--- src/rtl/lut_neuron_array_rt_if.sv ---
// lut_neuron_array_rt_if: config port plus input/output valid-ready streams of the LUT neuron array.
interface lut_neuron_array_rt_if #(
   parameter int IN_BITS = 8,
   parameter int OUT_BITS = 1,
   parameter int N_NEURONS = 4,
   parameter int NW = (N_NEURONS > 1) ? $clog2(N_NEURONS) : 1
);
   logic cfg_we;
   logic [NW-1:0] cfg_neuron;
   logic [IN_BITS-1:0] cfg_addr;
   logic [OUT_BITS-1:0] cfg_data;
   logic cfg_ready;
   logic in_valid;
   logic in_ready;
   logic [N_NEURONS*IN_BITS-1:0] in_data;
   logic out_valid;
   logic out_ready;
   logic [N_NEURONS*OUT_BITS-1:0] out_data;
   modport slave (
      input cfg_we, cfg_neuron, cfg_addr, cfg_data, in_valid, in_data, out_ready,
      output cfg_ready, in_ready, out_valid, out_data
   );
   modport master (
      output cfg_we, cfg_neuron, cfg_addr, cfg_data, in_valid, in_data, out_ready,
      input cfg_ready, in_ready, out_valid, out_data
   );
endinterface

--- src/rtl/lut_neuron_array_rt.sv ---
// lut_neuron_array_rt: runtime-loadable per-neuron truth tables evaluated in parallel through a 2-stage pipeline.
module lut_neuron_array_rt #(
   parameter int IN_BITS = 8,
   parameter int OUT_BITS = 1,
   parameter int N_NEURONS = 4
) (
   input logic clk,
   input logic rst,
   lut_neuron_array_rt_if.slave bus
);
   localparam int NW = (N_NEURONS > 1) ? $clog2(N_NEURONS) : 1;
   localparam int DEPTH = 2 ** IN_BITS;
   typedef enum logic {CLEAR, RUN} state_t;
   state_t state_q, state_d;
   logic [IN_BITS-1:0] clr_q, clr_d;
   logic v1_q, v1_d, v2_q, v2_d, cfg_ready_q, cfg_ready_d;
   logic [N_NEURONS*IN_BITS-1:0] addr_q, addr_d;
   logic [N_NEURONS*OUT_BITS-1:0] out_q, out_d, rd;
   logic [N_NEURONS-1:0] we;
   logic [IN_BITS-1:0] waddr;
   logic [OUT_BITS-1:0] wdata;
   logic run, en, acc;
   always_comb begin
      run = state_q == RUN;
      en = !v2_q || bus.out_ready;
      acc = bus.in_valid && run && en;
      waddr = run ? bus.cfg_addr : clr_q;
      wdata = run ? bus.cfg_data : '0;
      // out-of-range neuron indices match no table, so such writes vanish
      for (int i = 0; i < N_NEURONS; i++) we[i] = run ? bus.cfg_we && bus.cfg_neuron == NW'(i) : 1'b1;
      clr_d = run ? clr_q : clr_q + 1'b1;
      state_d = (run || &clr_q) ? RUN : CLEAR;
      cfg_ready_d = state_d == RUN;
      v1_d = en ? acc : v1_q;
      addr_d = acc ? bus.in_data : addr_q;
      v2_d = en ? v1_q : v2_q;
      out_d = (en && v1_q) ? rd : out_q;
   end
   always_ff @(posedge clk) begin
      if (rst) begin
         state_q <= CLEAR;
         clr_q <= '0;
         v1_q <= 1'b0;
         v2_q <= 1'b0;
         out_q <= '0;
         cfg_ready_q <= 1'b0;
      end else begin
         state_q <= state_d;
         clr_q <= clr_d;
         v1_q <= v1_d;
         v2_q <= v2_d;
         out_q <= out_d;
         cfg_ready_q <= cfg_ready_d;
      end
      addr_q <= addr_d;
   end
   // reads sample the table before this edge's write lands, giving read-old on collision
   for (genvar g = 0; g < N_NEURONS; g++) begin : g_n
      (* ram_style = "distributed" *) logic [OUT_BITS-1:0] mem [DEPTH];
      always_ff @(posedge clk) if (we[g]) mem[waddr] <= wdata;
      assign rd[g*OUT_BITS +: OUT_BITS] = mem[addr_q[g*IN_BITS +: IN_BITS]];
   end
   assign bus.in_ready = run && en;
   assign bus.cfg_ready = cfg_ready_q;
   assign bus.out_valid = v2_q;
   assign bus.out_data = out_q;
endmodule

--- src/flat_wrapper.sv ---
// flat-port wrapper written by rule: the top's interface ports become plain ports
module lut_neuron_array_rt_flat 
#(
   parameter int IN_BITS = 8,
   parameter int OUT_BITS = 1,
   parameter int N_NEURONS = 4
)
  (clk, rst, bus_cfg_we, bus_cfg_neuron, bus_cfg_addr, bus_cfg_data, bus_in_valid, bus_in_data, bus_out_ready, bus_cfg_ready, bus_in_ready, bus_out_valid, bus_out_data);
  lut_neuron_array_rt_if #(.IN_BITS(IN_BITS), .OUT_BITS(OUT_BITS), .N_NEURONS(N_NEURONS)) bus_i ();
  input logic clk;
  input logic rst;
  input wire logic [$bits(bus_i.cfg_we)-1:0] bus_cfg_we;
  input wire logic [$bits(bus_i.cfg_neuron)-1:0] bus_cfg_neuron;
  input wire logic [$bits(bus_i.cfg_addr)-1:0] bus_cfg_addr;
  input wire logic [$bits(bus_i.cfg_data)-1:0] bus_cfg_data;
  input wire logic [$bits(bus_i.in_valid)-1:0] bus_in_valid;
  input wire logic [$bits(bus_i.in_data)-1:0] bus_in_data;
  input wire logic [$bits(bus_i.out_ready)-1:0] bus_out_ready;
  output wire logic [$bits(bus_i.cfg_ready)-1:0] bus_cfg_ready;
  output wire logic [$bits(bus_i.in_ready)-1:0] bus_in_ready;
  output wire logic [$bits(bus_i.out_valid)-1:0] bus_out_valid;
  output wire logic [$bits(bus_i.out_data)-1:0] bus_out_data;
  assign bus_i.cfg_we = bus_cfg_we;
  assign bus_i.cfg_neuron = bus_cfg_neuron;
  assign bus_i.cfg_addr = bus_cfg_addr;
  assign bus_i.cfg_data = bus_cfg_data;
  assign bus_i.in_valid = bus_in_valid;
  assign bus_i.in_data = bus_in_data;
  assign bus_i.out_ready = bus_out_ready;
  assign bus_cfg_ready = bus_i.cfg_ready;
  assign bus_in_ready = bus_i.in_ready;
  assign bus_out_valid = bus_i.out_valid;
  assign bus_out_data = bus_i.out_data;
  lut_neuron_array_rt #(.IN_BITS(IN_BITS), .OUT_BITS(OUT_BITS), .N_NEURONS(N_NEURONS)) u_core (.clk(clk), .rst(rst), .bus(bus_i));
endmodule
--- config.mk ---
export PLATFORM = sky130hd
export DESIGN_NAME = lut_neuron_array_rt_flat
export DESIGN_NICKNAME = d
export VERILOG_FILES = /design/src/rtl/lut_neuron_array_rt_if.sv /design/src/rtl/lut_neuron_array_rt.sv /design/src/flat_wrapper.sv
export SDC_FILE = /design/constraint.sdc
export NUM_CORES = 2
export LEC_CHECK = 0
export CAP_MARGIN = 20
export CELL_PAD_IN_SITES_DETAIL_PLACEMENT = 0
export CELL_PAD_IN_SITES_GLOBAL_PLACEMENT = 1
export CORE_AREA = 10 10 294 324
export CTS_CLUSTER_SIZE = 40
export DETAILED_ROUTE_END_ITERATION = 10
export DIE_AREA = 0 0 304 334
export PLACE_DENSITY_LB_ADDON = 0.1
export RECOVER_POWER = 100
export SLEW_MARGIN = 5
export SYNTH_ARGS = -nofsm -noshare
export SYNTH_HDL_FRONTEND = slang
export SYNTH_SLANG_ARGS = --single-unit
--- constraint.sdc ---
create_clock -name clk -period 18.8 [get_ports clk]
set_input_delay 1.88 -clock clk [delete_from_list [all_inputs] [get_ports clk]]
set_output_delay 1.88 -clock clk [all_outputs]
set_load 0.03 [all_outputs]
---- Word level (Yosys, flattened, before mapping) ----
Memories as Yosys holds them, arrays and structs flattened. A register that Yosys moved wholly into a read port is not among the register bits.
Index checks and enable logic that the tools add are counted.
W data, S select, Z words.
operators by class
  $add $sub $neg .......................... 1
  equal/unequal tests ..................... 3
  muxes and demuxes ....................... 15
  reduce and logical (&&, ||, !) cells .... 13
operators by type and width
  operator               count
  $mux W1                14
  $add A8 B1 Y8 const B  1
  $logic_and A1 B1 Y1    8
  $mux W8                1
  $reduce_and A8 Y1      1
  $eq A2 B2 Y1 const B   2
  $eq A2 B1 Y1 const B   1
  $logic_not A2 Y1       1
  $logic_or A1 B1 Y1     2
  $logic_not A1 Y1       1
storage, ports and cells
  register bits ........................... 43
  bits in writable memories ............... 1024
  input port bits ......................... 48
  output and inout port bits .............. 7
  word-level logic and storage cells ...... 41
  memories kept ........................... 4
memories
  name               depth  bits a word  rd ports  clocked after Yosys merged registers in  write ports  RTL line                   source
  u_core.g_n[0].mem  256    1            1         1                                        1            lut_neuron_array_rt.sv:59  (* ram_style = "distributed" *) logic [OUT_BITS-1:0] mem [DEPTH];
  u_core.g_n[1].mem  256    1            1         1                                        1            lut_neuron_array_rt.sv:59
  u_core.g_n[2].mem  256    1            1         1                                        1            lut_neuron_array_rt.sv:59
  u_core.g_n[3].mem  256    1            1         1                                        1            lut_neuron_array_rt.sv:59

---- Longest topological paths before layout ----
  depth after elaboration ................. 5
  gate-level depth with buffers ........... 10

---- Worst setup path before layout ----
No wires, ideal clock.
  path type ............................... input-to-reg
  from .................................... input bus_cfg_data
  to ...................................... memory u_core.g_n[0].mem[0], data pin
  setup time .............................. 2.865 ns
  arrival time ............................ 14.526 ns
  data required time ...................... 15.935 ns
  path slack .............................. 1.409 ns
  stages on the path ...................... 1
  path buffers ............................ 0
  path through ............................ and2_1
between the ends
  cells in the longest elaborated chain, start to end .. 1
RTL lines
  element          RTL line                   source
  start, declared  flat_wrapper.sv:15         input wire logic [$bits(bus_i.cfg_data)-1:0] bus_cfg_data;
  $mux W1          lut_neuron_array_rt.sv:28  wdata = run ? bus.cfg_data : '0;
  end, declared    lut_neuron_array_rt.sv:59
Every way passes these cells.

---- Worst setup path in the final report ----
  from .................................... input bus_cfg_data
  to ...................................... memory u_core.g_n[1].mem[76], data pin
between the ends
  cells in the longest elaborated chain, start to end .. 1
RTL lines
  element           RTL line                   source
  $mux W1           lut_neuron_array_rt.sv:28
  net u_core.wdata  lut_neuron_array_rt.sv:21  logic [OUT_BITS-1:0] wdata;
  end, declared     lut_neuron_array_rt.sv:59
The timed path passes the listed nets, and every way through them passes these cells.

==> impl_results.md <==
- Final nets: 3268
- Maximum vdd drop: 0.0000851 V
- Clk slew on worst S/H paths: around 60 ps
- Final core occ: a little under three fifths
- Post_cts resized: 0
- Syn nets: 3320
- # Post-CTS Setup Buffers: 0
- Cell Area, Synth: 46400 um^2
- Antenna Nets Post-Route: 0
- Multi-input logic area: ~13000 um^2
- Clk sinks: between 1000 and 1500
- Routed wire length per instance: 26.0 um
- Crit path cell chain: dlygate4sd3_1, and2_0, buf_12, buf_12
- Register area share after synthesis: 69.0%
- Number of distinct library cells after synthesis: 62
- Gpl congestion: 0.829
- Async SR Flop Fraction: 0%
- Final setup fails: 0
- Largest net degree at the start of global routing: 333
- Crit path max-delay family: simple AND/OR/NAND/NOR gates
- DRC violations left: 0
- Failing checks: capacitance limit, slew limit
- Slowest cell on the critical path: and2_0
- Dpl hpwl: 67500 um
- Final TNS setup: 0 ps
- CTS root buffer: clkbuf_16
- Die Area: 102000 um^2
- Rel. slew slack: -205%
- Fmax: 135 MHz
- H-tree depth: 3
- Worst-Margin Slew: 4580 ps
- Final hold vios: 0
- # IOs: 55
- Fin. max-slew vios: 799
- Input/output buffers: 54
- GRT overflow: 0
- Via count: around 27000
- Yosys reg bits: ~1100
- First-pass GRT wire length: around 170000 um
- Crit-path most repeated cell: buf_12
- Rows: 115
- Layout cells sized above 1: 12.7%
- Area growth from synthesis to layout: 9.59%
- TritonCTS clock tree: done
- Register Area: between 30000 and 40000 um^2
- Synth Flop Type: edfxtp_1
- Critical Path Start Type: primary input
- Clock skew: 21.8 ps
- PD cells: 92.5 nW/um^2
- CP arrival: 7700 ps
- Post-layout min period: between 7000 and 8000 ps
- Die W: 304 um
- Hold buffers post-CTS: 0
- Setup crit end kind: flip-flop
- Setup Crit Path Kind: primary input to flip-flop
- Ys Warns: 0
- Synth Instances: 3271
- Status: finished with violations
- Core box area: between 80000 and 90000 um^2
- Synth Area per Inst: 14.2 um^2
- Hold Slack: 516 ps
- Max FO, Critical Path: 310
- Fillers: 7080
- HP Class: flip-flop to flip-flop
- MaxCap Viol Count: 18
- Initial Util: approximately 52%
- Starting DRT DRC Count: roughly 2900
- RSZ-0062 raised after global routing: false
- Worst-Skew Late Latency: 680 ps
- Initial antenna violation count: 4
- CTS Buf Count: ~110
- Number of global-route vias before repair: 27200
- Gr usage total: 22.5%
- Final Cycle Share: 39.4%
- Highest cell delay on the worst timing path: 3270 ps
- Leak: 15.2 nW
- Die Height: around 330 um
- CP bufs+invs: 3
- Number of flops mapped to enable cells by yosys: 1056
- Vias per cell: around 6.1
- Drt total wl: between 100000 and 150000 um
- Max Root-Sink Buffers: 3
- Initial DRT Pass Iterations: 7
- Worst EP required: 19090 ps
-- worst paths after layout --
path / from / to / slack, ps / depth (start not counted)
min: u_core.v1_q$_SDFFE_PP0N_ / u_core.bus.out_valid$_SDFFE_PP0N_ / 520 / 2
max: bus_cfg_data / u_core.g_n[1].mem[76]$_DFFE_PP_ / 11390 / 4
min reg2reg: u_core.v1_q$_SDFFE_PP0N_ / u_core.bus.out_valid$_SDFFE_PP0N_ / 520 / 2
max reg2reg: u_core.run$_SDFF_PP0_ / u_core.g_n[1].mem[76]$_DFFE_PP_ / 11510 / 3
-- area by class of cell --
type | count | area share (%)
tap | 1170 | 2.88
antenna | 1 | 0.00492
clock buffer | 136 | 5.68
timing repair buffer | 98 | 1.72
inverter | 16 | 0.118
sequential | 1071 | 62.9
clock inverter | 57 | 0.886
multi-input combinational | 1923 | 25.8
-- metal layers --
metal,up-vias,track usage (%),part of all wire (%)
li1,12000,-,-
met1,14200,30.7,41
met2,990,36.8,49
met3,176,3.66,7.1
met4,4,7.18,2.8
met5,-,0,0.026
-- cells by family (layout without fill, tap and decap cells) --
family,after synthesis,count (layout),synth area share (%)
AO/OA/AOI/OAI,222,222,3.48
buffers and inverters,277,307,2.79
other,0,1,0
flip-flops,1071,1071,69.0
adder cells (fa/ha/maj),1,1,0.0270
XOR/XNOR,7,7,0.132
multiplexers,325,325,12.9
AND/OR/NAND/NOR,1368,1368,11.7
-- power by group --
part           total, mW  internal (mW)  switching (mW)
Combinational     0.0574         0.0134          0.0440
Sequential          2.59           2.59         0.00219
Clock               2.06           1.16           0.896
-- placed cells by master, fill, tap and decap left out, types with 6 or more instances in the layout --
cell type / n
a2111oi_0: 7
mux2i_1: 91
and2_1: 8
buf_4: 26
nor2_1: 1088
nor2b_1: 15
clkdlybuf4s50_1: 7
o211ai_1: 6
o32ai_1: 6
a211oi_1: 10
mux2_2: 17
dlygate4sd3_1: 47
o21ai_0: 20
clkinv_1: 22
o311ai_0: 7
o22ai_1: 20
nand2b_1: 21
nand3_1: 25
clkinv_2: 22
dfxtp_1: 15
and3_1: 9
clkbuf_1: 37
a22oi_1: 35
a21oi_1: 31
a311o_1: 6
mux4_2: 215
o221ai_1: 31
clkbuf_16: 111
nor3_1: 17
a31oi_1: 7
edfxtp_1: 1056
o21a_1: 10
inv_1: 14
bufinv_16: 6
nand2_1: 153
a221oi_1: 6
-- registers in the layout, summed over array words and instances (netlist names) --
register and cells:
u_core.addr_q 32, u_core.bus.out_data 4, u_core.bus.out_valid 1, u_core.clr_q 8
u_core.g_n.mem 1024, u_core.run 1, u_core.v1_q 1
-- synthesized netlist by cell type (6+ instances only) --
master	n	area share (%)
mux2i_1	91	2.0
buf_4	11	0.18
o32ai_1	6	0.11
a2111oi_0	7	0.13
a21oi_1	31	0.33
o21ai_0	18	0.19
clkbuf_1	189	1.5
buf_6	18	0.44
o221ai_1	31	0.59
nand2_1	155	1.3
a22oi_1	35	0.57
buf_2	24	0.26
and3_1	9	0.12
o21a_1	10	0.16
o22ai_1	20	0.27
edfxtp_1	1056	68
nor2b_1	15	0.20
buf_1	15	0.12
mux2_2	17	0.41
nor3_1	17	0.18
inv_1	14	0.11
nand3_1	25	0.27
nor2_1	1088	8.8
mux4_2	215	10
a31oi_1	7	0.094
o21ai_1	6	0.065
a221oi_1	6	0.11
dfxtp_1	15	0.65
a211oi_1	10	0.16
o211ai_1	6	0.097
and2_1	11	0.15
a311o_1	6	0.13
nand2b_1	21	0.28
-- metrics by stage --
| step | cells | total power, mW | instance area (um^2) | worst slack (ps) |
|---|---|---|---|---|
| after floorplan | 3271 | 2.67 | 46400 | 1410 |
| after global placement | 4277 | 2.70 | 47600 | 13470 |
| after detailed placement | 4277 | 2.70 | 47600 | 13370 |
| after CTS | 4470 | 4.74 | 50900 | 13530 |
| after global routing | 4471 | 4.84 | 50900 | 10720 |
| final | 4472 | 4.71 | 50900 | 11390 |
-- worst min-delay path: stages (launching register included) --
cell     delay [ps]
dfxtp_1         330
inv_1            70
a21oi_1          60
(Power assumes the default switching activity.)
